<file path="config.mk">
export PLATFORM = sky130hd
export DESIGN_NAME = pc_sequencer
export DESIGN_NICKNAME = d
export VERILOG_FILES = /design/src/rtl/pc_sequencer.sv
export SDC_FILE = /design/constraint.sdc
export NUM_CORES = 1
export LEC_CHECK = 0
export BUFFER_PORTS_ARGS = -buffer_cell sky130_fd_sc_hd__clkbuf_2
export CAP_MARGIN = 20
export CORE_MARGIN = 1
export CORE_UTILIZATION = 49
export CTS_CLUSTER_SIZE = 14
export DETAILED_ROUTE_END_ITERATION = 10
export GPL_TIMING_DRIVEN = 0
export PLACE_DENSITY = 0.85
export SLEW_MARGIN = 20
export SYNTH_ARGS = -nofsm -noshare
export SYNTH_HDL_FRONTEND = slang
export SYNTH_SLANG_ARGS = --single-unit
export TNS_END_PERCENT = 10
</file>
<file path="constraint.sdc">
create_clock -name clk -period 2.5 [get_ports clk]
set_clock_uncertainty 0.2 [all_clocks]
set_input_delay 0.125 -clock clk [delete_from_list [all_inputs] [get_ports clk]]
set_output_delay 0.125 -clock clk [all_outputs]
set_load 0.02 [all_outputs]
</file>
<file path="src/rtl/pc_sequencer.sv">
// -----------------------------------------------------------------------------
// pc_sequencer
//   Program-counter sequencer with a three-state FETCH / EXEC / HALT loop.
//   Each instruction is fetched from instruction memory, spends exactly one
//   cycle in execute, and then either advances the pc, takes a jump, or parks
//   the sequencer in HALT until resume.
//
// Ports
//   clk          in   1   clock, all state changes on the rising edge
//   rst_n        in   1   asynchronous active-low reset
//   jump         in   1   taken-jump decision, sampled in EXEC
//   jump_target  in  16   jump destination, sampled in EXEC
//   halt         in   1   halt request, sampled in EXEC only
//   resume       in   1   leave HALT (wins over halt)
//   imem_req     out  1   fetch request
//   imem_addr    out 16   fetch address (always the pc)
//   imem_ack     in   1   imem_data is valid this cycle
//   imem_data    in  16   fetched instruction word
//   pc           out 16   current program counter
//   instr        out 16   latched instruction
//   instr_valid  out  1   instr is in execute this cycle
//   halted       out  1   sequencer is in HALT
//   retired      out 16   executed-instruction count (wraps)
//   state_dbg    out  2   raw FSM state for checkers (0=FETCH 1=EXEC 2=HALT)
// -----------------------------------------------------------------------------
module pc_sequencer #(
    parameter logic [15:0] RESET_PC          = 16'h0000,
    parameter bit          HALT_ON_SELF_JUMP = 1'b1
) (
    input  logic        clk,
    input  logic        rst_n,
    input  logic        jump,
    input  logic [15:0] jump_target,
    input  logic        halt,
    input  logic        resume,
    output logic        imem_req,
    output logic [15:0] imem_addr,
    input  logic        imem_ack,
    input  logic [15:0] imem_data,
    output logic [15:0] pc,
    output logic [15:0] instr,
    output logic        instr_valid,
    output logic        halted,
    output logic [15:0] retired,
    output logic [1:0]  state_dbg
);

    typedef enum logic [1:0] {
        S_FETCH = 2'd0,
        S_EXEC  = 2'd1,
        S_HALT  = 2'd2
    } state_e;

    state_e      state_q;
    logic [15:0] pc_q;
    logic [15:0] instr_q;
    logic [15:0] retired_q;
    logic        imem_req_q;
    logic        instr_valid_q;
    logic        halted_q;

    logic        self_jump_d;
    logic [15:0] pc_d;
    logic [15:0] retired_d;

    // Next-value datapath used on the EXEC edge.
    always_comb begin
        self_jump_d = HALT_ON_SELF_JUMP && jump && (jump_target == pc_q);
        pc_d        = jump ? jump_target : (pc_q + 16'd1);
        retired_d   = retired_q + 16'd1;
    end

    // Handshake: imem_req is a request-valid held high for the whole FETCH;
    // imem_ack acts as the one-cycle response strobe. A transfer happens on
    // the rising edge where imem_req=1 and imem_ack=1; ack at any other time
    // (EXEC, HALT, reset, or the first cycle after reset) is ignored.
    //
    // Outputs are registered and are rewritten together with state_q, so they
    // always reflect the state only. imem_req stays low in the first FETCH
    // cycle after reset and rises on the first edge after release.
    always_ff @(posedge clk or negedge rst_n) begin
        if (!rst_n) begin
            state_q       <= S_FETCH;
            pc_q          <= RESET_PC;
            instr_q       <= 16'h0000;
            retired_q     <= 16'h0000;
            imem_req_q    <= 1'b0;
            instr_valid_q <= 1'b0;
            halted_q      <= 1'b0;
        end else begin
            case (state_q)
                S_FETCH: begin
                    if (imem_req_q && imem_ack) begin
                        instr_q       <= imem_data;
                        state_q       <= S_EXEC;
                        imem_req_q    <= 1'b0;
                        instr_valid_q <= 1'b1;
                    end else begin
                        imem_req_q    <= 1'b1;
                    end
                end
                S_EXEC: begin
                    retired_q     <= retired_d;
                    instr_valid_q <= 1'b0;
                    if (self_jump_d) begin
                        // pc already equals the target; park here.
                        state_q  <= S_HALT;
                        halted_q <= 1'b1;
                    end else begin
                        pc_q <= pc_d;
                        if (halt) begin
                            state_q  <= S_HALT;
                            halted_q <= 1'b1;
                        end else begin
                            state_q    <= S_FETCH;
                            imem_req_q <= 1'b1;
                        end
                    end
                end
                S_HALT: begin
                    // resume alone decides; halt is not sampled here.
                    if (resume) begin
                        state_q    <= S_FETCH;
                        halted_q   <= 1'b0;
                        imem_req_q <= 1'b1;
                    end
                end
                default: begin
                    state_q       <= S_FETCH;
                    imem_req_q    <= 1'b0;
                    instr_valid_q <= 1'b0;
                    halted_q      <= 1'b0;
                end
            endcase
        end
    end

    assign imem_req    = imem_req_q;
    assign imem_addr   = pc_q;
    assign pc          = pc_q;
    assign instr       = instr_q;
    assign instr_valid = instr_valid_q;
    assign halted      = halted_q;
    assign retired     = retired_q;
    assign state_dbg   = state_q;

endmodule

</file>
==> results.yml, run 1 <==
outcome:
  status: "finished clean"
logic_synthesis:
  yosysWarnings: 0
  synth_compound_gate_area_share: 0.1216
  netlist_instances: 277
  synth.mux.area_fraction: 0.08197
  synth_top_family_by_area: "simple AND/OR/NAND/NOR gates"
  yosys.area_share.xor_xnor: 0.09564
  syn-num-nets: 321
  synth_ff_type: "dfrtp_1"
  synthesis.area_um2: 2839
  syn_area_per_cell_um2: 10.25
  ys_seq_area_frac: 0.4672
  synth-seq-cells: 53
  synthAdderAreaFrac: 0.02644
  async_flop_share: 1.000
  synthDistinctLibCells: 41
  synthSimpleGateAreaFrac: 0.1344
  synth_edf_count: 0
placement:
  place_inst: 454
  dp_hpwl_um: 5011
  gp_congestion: 0.8855
  portBuffers: 105
detailed_routing:
  firstDrtPassIters: 4
  drc: 0
  ant_nets: 0
  wl_per_cell_um: 14.97
  viasPerCell: 5.374
  vias: 2655
  drt_wl_total_um: 7396
  drtIter0Drc: 177
critical_path:
  worst-path-max-fanout: 10
  worstPathArrival_ns: 2.25
  end_kind: "register"
  required_ns: 2.49
  path_class: "register to register"
  startpoint_type: "register"
clock_network:
  clock_latency_ns: 0.31
  clockBufferDepth: 2
  cts_htree_levels: 2
  cts_resized: 0
  cts.clk_slew.worst_paths_ns: 0.10
  tritoncts: "done"
  clock-root-buffer: "clkbuf_8"
  cts.sinks: 53
  cts_made_buffers: 5
pwr:
  p_leak_nw: 1.868
  p_per_area_nw_per_um2: 1149
  p_total_mw: 4.444
  ir_drop_mv: 0.6924
sta:
  worst_pin_slew_ns: 0.7376
  hold_viol: 0
  slew_violations: 0
  min_period_ns: 2.269
  finalSetupViolations: 0
  max_slew_margin: 0.5083
  fin_crit_sh: 0.9076
  setup_tns_ns: 0
  max_clock_freq_mhz: 440.7
  grt_setup_unrepaired: "false"
job:
  drv_cap: 0
global_route:
  grt_pass1_wl_um: 11810
  grt-ovfl-total: 0
  grt_pass1_vias: 2571
  antenna_found_initial: 0
  grt_max_degree: 54
  track_usage: 0.2445
floorplan:
  core_area_um2: 5540
  ios: 107
  die_area_um2: 6102
  die_h_um: 78.12
  start_util: 0.5124
  rows: 27
  die_w_um: 78.12
layout:
  area.growth.synth_to_final_pct: 36.23
  multi_input_area_um2: 1306
  nets: 465
  drive_gt1_frac: 0.3673
  regArea_um2: 1326
  final_cell_count_no_fill: 494
  n_fill_cell: 448
  num_antenna_cells: 0
worst_hold_path:
  hp-class: "input pin to register"
-- per-layer routing --
layer	vias up	wire, um	share of wire	global-route usage
li1	1249	-	-	-
met1	1289	2895	0.39	0.2983
met2	104	3928	0.53	0.4421
met3	13	433	0.059	0.03721
met4	0	138	0.019	0.07593
met5	-	0	0	0
-- per-stage QoR --
step / setup WS [ns] / utilization / hold WS (ns) / area [um^2]
3_5_place_dp: 0.2630 / 0.6240 / 0.06195 / 3457
5_1_grt: 0.1076 / 0.6981 / 0.03846 / 3867
6_report: 0.2309 / 0.6981 / 0.02167 / 3867
4_1_cts: 0.2445 / 0.6981 / 0.01566 / 3867
2_1_floorplan: 0.3955 / - / -0.3706 / 2839
3_3_place_gp: 0.3082 / 0.6235 / 0.1563 / 3455
-- cells in the final DEF, fill, tap and decap left out, drive strengths merged, types with 3 or more instances in the layout --
master	n
nor3	3
a21oi	22
xor2	18
clkbuf	117
o21a	3
o22ai	3
nor2	17
nand2	19
mux2i	3
dfrtp	53
and3	5
nor4	3
inv	5
nand4	7
o21ai	17
dlygate4sd3	32
buf	19
nand3	15
xnor2	13
mux2	18
ha	6
-- worst max-delay path: stages, from the launching register on --
cell and delay (ns):
dfrtp_1 0.43, inv_1 0.09, ha_1 0.27, nand3_1 0.28, clkbuf_1 0.46, mux2_2 0.42
-- power by group --
part / internal, mW / switching, mW / total, mW / leakage (nW)
Sequential: 1.20 / 0.417 / 1.62 / 0.650
Combinational: 0.997 / 1.33 / 2.33 / 1.17
Clock: 0.200 / 0.298 / 0.497 / 0.0445
Total: 2.39 / 2.05 / 4.44 / 1.87
-- synth_stat cells (6+ instances only) --
cell type | instances | area (um^2)
nand3_1 | 15 | 75.07
xnor2_1 | 13 | 113.9
ha_1 | 6 | 75.07
nand2_1 | 19 | 71.32
o21ai_0 | 17 | 85.08
a21oi_1 | 22 | 110.1
buf_4 | 17 | 127.6
xor2_1 | 18 | 157.7
nor2_1 | 17 | 63.81
nand4_1 | 7 | 43.79
mux2_2 | 18 | 202.7
dfrtp_1 | 53 | 1326
-- logic make-up (layout without fill, tap and decap cells) --
logic type,after synthesis,in the layout
compound gates,58,58
mux,21,21
buf+inv,30,175
xor+xnor,31,31
simple gates,78,78
flops,53,53
fa+ha+maj,6,6
-- state kept, by name, summed over array words and instances, names as in the netlist --
name	cells
instr_valid	1
retired	16
imem_addr	16
state_dbg	2
imem_req	1
instr	16
halted	1
-- cell type report --
cell class	instances	share of cell area
Tap cell	72	0.02329
Inverter	4	0.003882
Multi-Input combinational cell	194	0.3378
Buffer	26	0.04950
Sequential cell	53	0.3429
Timing Repair Buffer	137	0.2193
Clock buffer	5	0.01779
Clock inverter	3	0.005500
-- worst paths after layout --
| kind | startpoint | to | slack (ns) | depth (start not counted) |
|---|---|---|---|---|
| worst max-delay path | state_dbg[0] | instr[11] | 0.23 | 5 |
| worst min-delay path | jump | imem_addr[4] | 0.02 | 4 |
| worst max register to register | state_dbg[0] | instr[11] | 0.23 | 5 |
| worst min register to register | retired[15] | retired[15] | 0.29 | 1 |
| max in group asynchronous | rst_n | retired[0] | 1.38 | 2 |
| min in group asynchronous | rst_n | state_dbg[1] | 0.23 | 2 |
-- what timing repair did --
action,4_1_cts,5_1_grt
setup buffers,0,0
endpoints found under the setup margin,0,0
endpoints found under the hold margin,84,0
hold buffers,32,0
Note: power is estimated with default switching activity, not from simulation.
==> inputs of run 2 (changes only) <==
CORE_UTILIZATION = 46   (was 49)
CTS_BUF_LIST = sky130_fd_sc_hd__clkbuf_8   (was unset)
PLACE_DENSITY = 0.84   (was 0.85)
clock period = 1.9 ns   (was 2.5 ns; I/O delays follow)
==> run 2 against run 1 <==
  * Non-clock buffer count increased by 7
  * Die area increased by 6.4%
  * Wire length is 0.16% lower
  * Register-to-register slack worse by 0.41 ns
  * Critical path type unchanged
  * Final cell count rose by 2.0%
  * The run now ends with setup timing left
  * Highest routed layer unchanged
  * Sequential cell count unchanged
  * Critical path depth increased by 2
  * Design area up 4.8%
  * Global-route usage is 1.3 points lower
==> results.yml, run 2 (synthesis results as in run 1) <==
layout:
  nets: 472
  finalCoreUtilization: 0.6843
  final_cell_count_no_fill: 504
  drive_gt1_frac: 0.4312
  num_antenna_cells: 0
  multi_input_area_um2: 1376
  layout_common_cells: "104 x clkbuf_2, 40 x dfrtp_1, 35 x dlygate4sd3_1, 21 x buf_4, 21 x a21oi_1"
  n_fill_cell: 477
  area.growth.synth_to_final_pct: 42.71
  final_common_cell: "clkbuf_2"
  regArea_um2: 1343
sta:
  finalSetupViolations: 19
  max_clock_freq_mhz: 480.2
  layout_setup_ws_ns: -0.1823
  setup_tns_ns: -2.044
  hold_viol: 0
  fin_crit_sh: 1.096
  slew_violations: 0
  whs_ns: 0.01387
  min_period_ns: 2.082
  grt_setup_unrepaired: "true"
  worst_pin_slew_ns: 0.7334
  max_slew_margin: 0.5110
pwr:
  switchingPower_mw: 2.716
  p_per_area_nw_per_um2: 1517
  p_seq_frac: 0.343
  p_total_mw: 6.145
  p_clk_frac: 0.124
  swShare: 0.4420
  p_int_mw: 3.429
  p_comb_frac: 0.533
  p_leak_nw: 1.908
  ir_drop_mv: 0.8397
detailed_routing:
  ant_nets: 0
  viasPerCell: 5.288
  drt_wl_total_um: 7384
  drtIter0Drc: 133
  drc: 0
  firstDrtPassIters: 4
  wl_per_cell_um: 14.65
  vias: 2665
critical_path:
  path_buf_inv: 2
  path_cells: "xor2_1, nor4_1, nand3_1, o21a_1, buf_6, buf_8, a211oi_2"
  end_kind: "register"
  required_ns: 1.92
  startpoint_type: "register"
  cp_slowest_stage_delay_ns: 0.47
  crit_family: "flip-flops"
  worstPathArrival_ns: 2.10
  crit_start: "imem_addr[3]"
  regToRegStartpoint: "imem_addr[3]"
  worst-path-max-fanout: 10
  cpMaxStageDelayCell: "dfrtp_2"
  path_class: "register to register"
clock_network:
  cts.clk_slew.worst_paths_ns: 0.10
  clockBufferDepth: 2
  clock_latency_ns: 0.31
  clock-root-buffer: "clkbuf_8"
  tritoncts: "done"
  cts_made_buffers: 5
  cts_htree_levels: 2
  cts.sinks: 53
floorplan:
  core_area_um2: 5921
  rows: 28
  die_h_um: 80.56
  start_util: 0.4795
  ios: 107
  die_w_um: 80.56
  die_area_um2: 6490
global_route:
  track_usage: 0.2317
  antenna_found_initial: 0
  grt-ovfl-total: 0
  grt_pass1_vias: 2502
  grt_max_degree: 54
  grt_pass1_wl_um: 11550
placement:
  portBuffers: 105
  gp_congestion: 0.8950
  dp_hpwl_um: 4865
  place_inst: 457
outcome:
  status: "finished, violations left"
  violations: "setup timing"
worst_hold_path:
  hp-class: "input pin to register"
  hp-start: "jump_target[11]"
job:
  drv_cap: 0
-- run 2: worst paths after layout --
kind	to	slack, ns	cells past startpoint
worst max-delay path	imem_addr[11]	-0.18	7
worst min-delay path	imem_addr[11]	0.01	3
worst max register to register	imem_addr[11]	-0.18	7
worst min register to register	retired[15]	0.28	1
max in group asynchronous	state_dbg[1]	0.75	2
min in group asynchronous	imem_addr[5]	0.20	2
-- run 2: metrics by stage --
step	worst slack, ns	instance area [um^2]
6_report	-0.1823	4051
3_5_place_dp	-0.2349	3487
2_1_floorplan	-0.008780	2865
4_1_cts	-0.1477	4018
5_1_grt	-0.2297	4051
3_3_place_gp	-0.2061	3485
-- run 2: area by class of cell --
class                   instances  share of cell area
multi-input cells             194              0.3397
plain buffers                  26             0.05034
clock buffers                   5             0.01699
repair buffers                144              0.2242
flip-flops and latches         53              0.3314
well taps                      75             0.02316
clock inverters                 3             0.01050
inverters                       4            0.003706
-- run 2: power groups by stage --
stage | Clock [mW] | Combinational, mW | Sequential, mW
floorplan | 0 | 1.56 | 2.59
global placement | 0 | 2.97 | 2.09
detailed placement | 0 | 3.03 | 2.12
CTS | 0.791 | 3.25 | 2.08
global route | 0.824 | 3.52 | 2.17
finish | 0.765 | 3.27 | 2.11
-- run 2: timing repair --
item / in CTS / in global routing
gates cloned: 0 / 0
hold buffers: 35 / 0
endpoints found under the setup margin: 33 / 29
endpoints found under the hold margin: 86 / 0
buffers inserted: 4 / 0
gates resized for setup: 11 / 9
pin swaps: 2 / 3
-- run 2: metal layers --
metal | GRT usage | part of all wire | vias up
li1 | - | - | 1269
met1 | 0.2920 | 0.41 | 1280
met2 | 0.4102 | 0.53 | 106
met3 | 0.02955 | 0.054 | 10
met4 | 0.06964 | 0.0080 | 0
met5 | 0 | 0 | -
-- run 2: tightest hold or removal path, delay by kind of cell --
family                 cells  cell delay (ns)
AO/OA/AOI/OAI              2             0.28
buffers and inverters      1             0.10
